File: src/rtl/pezaris_seq_ctrl.sv
// pezaris_seq_ctrl: sequential signed multiplier, one carry-save row per cycle, Pezaris sign handling.
// The +1 that completes the sign-row negation is folded in as an extra carry-save step before the final add.
module pezaris_seq_ctrl #(
    parameter int WIDTH = 8
) (
    input  logic                      clk,
    input  logic                      rst_n,
    input  logic                      in_valid,
    output logic                      in_ready,
    input  logic [WIDTH-1:0]          a,
    input  logic [WIDTH-1:0]          b,
    input  logic                      abort,
    output logic                      out_valid,
    input  logic                      out_ready,
    output logic [2*WIDTH-1:0]        product,
    output logic                      busy,
    output logic [$clog2(WIDTH)-1:0]  row_idx
);
    localparam int PW = 2 * WIDTH;
    localparam int RW = $clog2(WIDTH);
    localparam logic [RW-1:0] LAST = RW'(WIDTH - 1);
    localparam logic [PW-1:0] INJ = PW'(1) << (WIDTH - 1);

    typedef enum logic [1:0] {IDLE, ACCUM, RESOLVE, DONE} state_t;
    state_t state, state_nx;

    logic [WIDTH-1:0] a_q, b_q, pp;
    logic [PW-1:0]    sum, carry, ext, row, sum_nx, carry_nx;
    logic             inj_done;

    always_comb begin
        pp       = a_q & {WIDTH{b_q[row_idx]}};
        ext      = {{WIDTH{pp[WIDTH-1]}}, pp};
        row      = state == RESOLVE ? INJ : row_idx == LAST ? (~ext) << (WIDTH - 1) : ext << row_idx;
        sum_nx   = sum ^ carry ^ row;
        carry_nx = ((sum & carry) | (sum & row) | (carry & row)) << 1;
    end

    always_ff @(posedge clk or negedge rst_n) begin
        if (!rst_n) state <= IDLE;
        else        state <= state_nx;
    end

    always_comb begin
        state_nx = state;
        if (abort) state_nx = IDLE;
        else begin
            case (state)
                IDLE:    state_nx = in_valid ? ACCUM : IDLE;
                ACCUM:   state_nx = row_idx == LAST ? RESOLVE : ACCUM;
                RESOLVE: state_nx = inj_done ? DONE : RESOLVE;
                DONE:    state_nx = out_ready ? IDLE : DONE;
            endcase
        end
    end

    always_comb begin
        in_ready  = state == IDLE;
        out_valid = state == DONE;
        busy      = state != IDLE;
    end

    // Operands are captured only in IDLE so later changes on a/b are ignored.
    always_ff @(posedge clk or negedge rst_n) begin
        if (!rst_n) begin
            a_q      <= '0;
            b_q      <= '0;
            sum      <= '0;
            carry    <= '0;
            row_idx  <= '0;
            inj_done <= 1'b0;
            product  <= '0;
        end else if (abort) begin
            sum      <= '0;
            carry    <= '0;
            row_idx  <= '0;
            inj_done <= 1'b0;
        end else begin
            case (state)
                IDLE: if (in_valid) begin
                    a_q      <= a;
                    b_q      <= b;
                    sum      <= '0;
                    carry    <= '0;
                    row_idx  <= '0;
                    inj_done <= 1'b0;
                end
                ACCUM: begin
                    sum     <= sum_nx;
                    carry   <= carry_nx;
                    row_idx <= row_idx == LAST ? '0 : row_idx + RW'(1);
                end
                RESOLVE: begin
                    if (!inj_done) begin
                        sum      <= sum_nx;
                        carry    <= carry_nx;
                        inj_done <= 1'b1;
                    end else begin
                        product  <= sum + carry;
                        inj_done <= 1'b0;
                    end
                end
                DONE: ;
            endcase
        end
    end
endmodule

File: config.mk
export PLATFORM = sky130hd
export DESIGN_NAME = pezaris_seq_ctrl
export DESIGN_NICKNAME = d
export VERILOG_FILES = /design/src/rtl/pezaris_seq_ctrl.sv
export SDC_FILE = /design/constraint.sdc
export NUM_CORES = 1
export LEC_CHECK = 0
export ABC_AREA = 1
export BUFFER_PORTS_ARGS = -buffer_cell sky130_fd_sc_hd__buf_2
export CORE_ASPECT_RATIO = 1.5
export CORE_MARGIN = 8
export CORE_UTILIZATION = 50
export DETAILED_ROUTE_END_ITERATION = 16
export MAX_ROUTING_LAYER = met4
export PLACE_DENSITY = 0.72
export RECOVER_POWER = 25
export SLEW_MARGIN = 30
export SYNTH_ARGS = -nofsm -noshare
export SYNTH_HDL_FRONTEND = slang
export SYNTH_SLANG_ARGS = --single-unit
File: constraint.sdc
create_clock -name clk -period 2.89 [get_ports clk]
set_clock_uncertainty 0.05 [all_clocks]
set_input_delay 0.578 -clock clk [delete_from_list [all_inputs] [get_ports clk]]
set_output_delay 0.578 -clock clk [all_outputs]
set_load 0.01 [all_outputs]
## Word-level counts from Yosys, hierarchy flattened

Index checks and enable logic that the tools add are counted.

| storage, ports and cells | value |
|---|---|
| register bits | 70 |
| logic and storage cells | 63 |

| operators by class | value |
|---|---|
| equal/unequal tests | 6 |
| add/subtract/negate cells | 2 |
| bitwise operators | 10 |
| reductions and logical operators | 10 |
| shift-type cells | 1 |
| muxes and demuxes | 25 |
| $lt $le $gt $ge | 1 |

Operators by type and width:

| operator | count |
|---|---|
| 16-bit two-way mux | 7 |
| 16-bit case mux with 3 select lines | 2 |
| 15-bit AND | 3 |
| 16-bit XOR | 2 |
| 15-bit bitwise OR | 2 |
| 16-bit adder | 1 |
| 16-bit by 3-bit << shifter with 16-bit output | 1 |
| 3-bit two-way mux | 3 |
| 9-bit NOT | 1 |
| 3-bit AND reduction | 3 |
| 8-bit AND | 1 |
| 2-bit case mux with 4 select lines | 1 |
| 1-bit two-way mux | 6 |
| 2-bit two-way mux | 3 |
| 3-bit case mux with 2 select lines | 1 |
| 3-bit nonzero test | 2 |
| 2-bit equality test (second input constant) | 2 |
| 3-bit by 4-bit less-than comparator with 1-bit output (second input constant) | 1 |
| 2-bit AND reduction | 2 |
| 4-bit nonzero test | 1 |
| 3-bit by 1-bit adder with 3-bit output (second input constant) | 1 |
| 1-bit binary-select mux with 3-bit select | 1 |
| 3-bit equality test (second input constant) | 1 |
| 3-bit by 2-bit inequality test with 1-bit output (second input constant) | 1 |
| 6 further kinds | 6 |

## Logic depth before layout (Yosys ltp)

| logic depth | value |
|---|---|
| depth in word-level cells | 12 |
| gate-level depth with buffers | 17 |

## Least setup slack after synthesis

OpenSTA, ideal clock, no wires.

| timing path | value |
|---|---|
| kind | flip-flop to flip-flop |
| from | register row_idx[0] |
| to | register sum[4] |
| stages on the path, launching flop included | 10 |
| path buffers | 1 |
| clock period less this slack | 2.411 ns |
| arrival | 2.222 ns |
| path slack | 0.479 ns |
| data required time | 2.702 ns |
| cell sequence | dfrtp_1 > ha_1 > ha_1 > clkbuf_1 > nor3_1 > nand3_1 > o21ai_1 > inv_1 > fa_1 > o22ai_1 |

| between the ends | value |
|---|---|
| word-level cells in the longest chain between the ends | 10 |
| elaborated cells on any way between the ends | 11 |

Ends and longest elaborated chain:

| element | line | source |
|---|---|---|
| start, declared | 17 | `output logic [$clog2(WIDTH)-1:0] row_idx` |
| start signal, assigned | 91 | `row_idx <= row_idx == LAST ? '0 : row_idx + RW'(1);` |
| 1-bit binary-select mux with 3-bit select | 32 | `pp = a_q & {WIDTH{b_q[row_idx]}};` |
| 1-bit two-way mux (implied by the code) | 32 |  |
| 8-bit AND | 32 |  |
| 16-bit by 3-bit << shifter with 16-bit output | 34 | `row = state == RESOLVE ? INJ : row_idx == LAST ? (~ext) << (WIDTH - 1) : ext << row_idx;` |
| 16-bit two-way mux * (2 in series) | 34 |  |
| 16-bit XOR * | 35 | `sum_nx = sum ^ carry ^ row;` |
| 16-bit two-way mux | 94 | `if (!inj_done) begin` |
| 16-bit case mux with 3 select lines * | 79 | `case (state)` |
| 16-bit two-way mux * | 73 | `end else if (abort) begin` |
| end signal, assigned | 89 | `sum <= sum_nx;` |
| end signal, assigned | 95 | `sum <= sum_nx;` |
| end, declared | 28 | `logic [PW-1:0] sum, carry, ext, row, sum_nx, carry_nx;` |

Mark *: on every way between the ends. The rest lies on a longest branch, timed or not. The select of a mux whose other input is x is not followed.
A chain may end at the register's enable or synchronous reset.

## Worst setup path in the final report

| timing path | value |
|---|---|
| from | register row_idx[0] |
| to | register sum[6] |

Same word-level chain as after synthesis.

==> metrics.yaml <==
vias: 3735
io_pins: 43
ys_seq_area_frac: 0.398
worstPathMaxFanout: 13
clock_sinks: 69
p_leak_nw: 2.45
dr.pass1.iters: 4
yosysUniqueCellTypes: 36
setup_viol_count_final: 0
min_path_type: "reg -> reg"
die_w_um: 92.1
final_cell_mix: "nand2_1, inv_1, dfrtp_1"
violations: "capacitance limit, slew limit"
cts-root-buf: "clkbuf_16"
gp_congestion: 0.881
dpl.cell_count: 671
routed_wl_um: 10200
ir_worst_vdd_mv: 0.458
ys.flop_type: "dfrtp_1"
fillers: 814
synth_cells: 530
grt_max_degree: 31
dp_hpwl_um: 7990
core_mm2: 0.00841
cts_max_path_buffers: 2
finalCriticalPeriod_ps: 2660
syn_area_per_cell_um2: 8.19
slew_headroom: -0.0585
setup_tns_ps: 0
final-instance-count-excl-fill: 686
clkLatencyLatePin_ps: 330
slew_viol_final: 27
route.detailed.drc: 0
fmax_ghz: 0.376
via_per_inst: 5.44
num_rows: 41
io_buffers: 42
grt_pass1_vias: 3887
cp-end-kind: "flop"
fin_crit_sh: 0.919
post-cts-setup-buffers: 0
crit_type: "reg -> reg"
syn_nets: 587
ctsResizeCount: 0
dieArea_mm2: 0.0120
arrival_ps: 2850
diodes: 0
status: "complete, but fails checks"
wl_per_cell_um: 14.9
grt-ovfl-total: 0
finalPower_mw: 2.70
fp.dieH_um: 130
rsz0062_at_grt: "false"
powerDensity_mw_per_mm2: 543
synth.cell_area_mm2: 0.00434
hold_violations: 0
worst_pin_slew_ps: 1590
grt_pass1_wl_um: 17600
cts.clk_slew.worst_paths_ps: 50
ys_warn_count: 0
synth-edff-count: 0
start_kind: "flop"
areaGrowthSynthToFinish_pct: 14.4
async_flop_share: 1.00
htree_levels: 3
start_util: 0.516
cts_buffers: 9
cts_tree: "done"
ant_nets: 0
worstPathRequired_ps: 3080
final_common_cell: "nand2_1"
cap_violations: 1
cts_hold_buf: 0
track_usage: 0.189
drt_iter0_markers: 202
ys_ff_latch: 69
antenna_found_initial: 0
drive_gt1_frac: 0.149
nets: 632
## cells in the mapped netlist, drive strengths merged, types with 2 or more instances
library cell	n	area, µm²
nand2	109	417
inv	74	278
dfrtp	69	1730
nand3	52	298
nor2	43	164
o22ai	28	175
a21oi	26	130
o21ai	25	125
ha	21	263
fa	15	300
clkbuf	11	41.3
nand4	11	68.8
buf	10	70.1
nor3	6	30.0
mux2	5	56.3
xnor2	5	43.8
a31oi	3	18.8
nand3b	3	22.5
xor2	3	26.3
a211oi	2	15.0
o31ai	2	20.0
or2	2	12.5
## through the flow
step	instance area, µm²	worst slack [ps]	hold slack (ps)	util
after global routing	4960	48.9	420	0.590
after floorplan	4340	479	232	-
after CTS	4970	200	234	0.591
after global placement	4670	271	400	0.556
final	4960	234	418	0.590
after detailed placement	4670	217	411	0.556
## logic make-up (layout without fill, tap and decap cells)
kind of cell | Yosys count | in the layout | synth area share
buffers and inverters | 95 | 144 | 0.0897
AOI/OAI and AO/OA | 90 | 90 | 0.119
and+or+nand+nor | 227 | 227 | 0.235
xor gates and xnor gates | 8 | 8 | 0.0161
adders and majority gates | 36 | 36 | 0.130
DFF | 69 | 69 | 0.398
muxes | 5 | 5 | 0.0130
## final cells by class
cell class                      count  area, µm²  share of cell area
Clock inverter                      1       30.0             0.00605
Clock buffer                       14        264              0.0532
Timing Repair Buffer               55        302              0.0608
Multi-Input combinational cell    366       2230               0.449
Sequential cell                    69       1730               0.348
Inverter                           74        278              0.0560
Tap cell                          107        134              0.0270
## where the power goes
part           total, mW  switching, mW  internal [mW]
logic              0.529          0.334          0.195
registers           1.08         0.0429           1.04
clock network       1.09          0.379          0.711
## routing by layer
metal	up-vias	share of wire	global-route usage
li1	1842	-	-
met1	1770	0.41	0.197
met2	96	0.51	0.318
met3	27	0.035	0.0385
met4	0	0.046	0.130
met5	-	0	-
## worst paths after layout
| path | slack (ps) | to | depth (start not counted) | from |
|---|---|---|---|---|
| max | 230 | sum[6] | 16 | row_idx[0] |
| min | 420 | product[15] | 2 | product[15] |
| max reg2reg | 230 | sum[6] | 16 | row_idx[0] |
| min reg2reg | 420 | product[15] | 2 | product[15] |
| max in group asynchronous | 880 | row_idx[1] | 2 | rst_n |
| min in group asynchronous | 590 | product[1] | 1 | rst_n |
## critical path, cell delays in order (launching register included)
cell and delay (ps):
dfrtp_1 480, inv_2 80, buf_4 180, nand2_1 60, nand3_1 110, nand3_4 210, nand2_2 90, nor2_1 190
nand2_1 110, nand2_1 70, nand2_1 60, o31ai_2 70, nand2_1 80, nand2_1 60, inv_1 50, fa_1 430
o22ai_1 180
## registers in the layout (all words and copies together), names as in the netlist
| register | count |
|---|---|
| carry | 15 |
| a_q | 8 |
| inj_done | 1 |
| state | 2 |
| sum | 16 |
| row_idx | 3 |
| product | 16 |
| b_q | 8 |
Note: power is estimated with default switching activity, not from simulation.
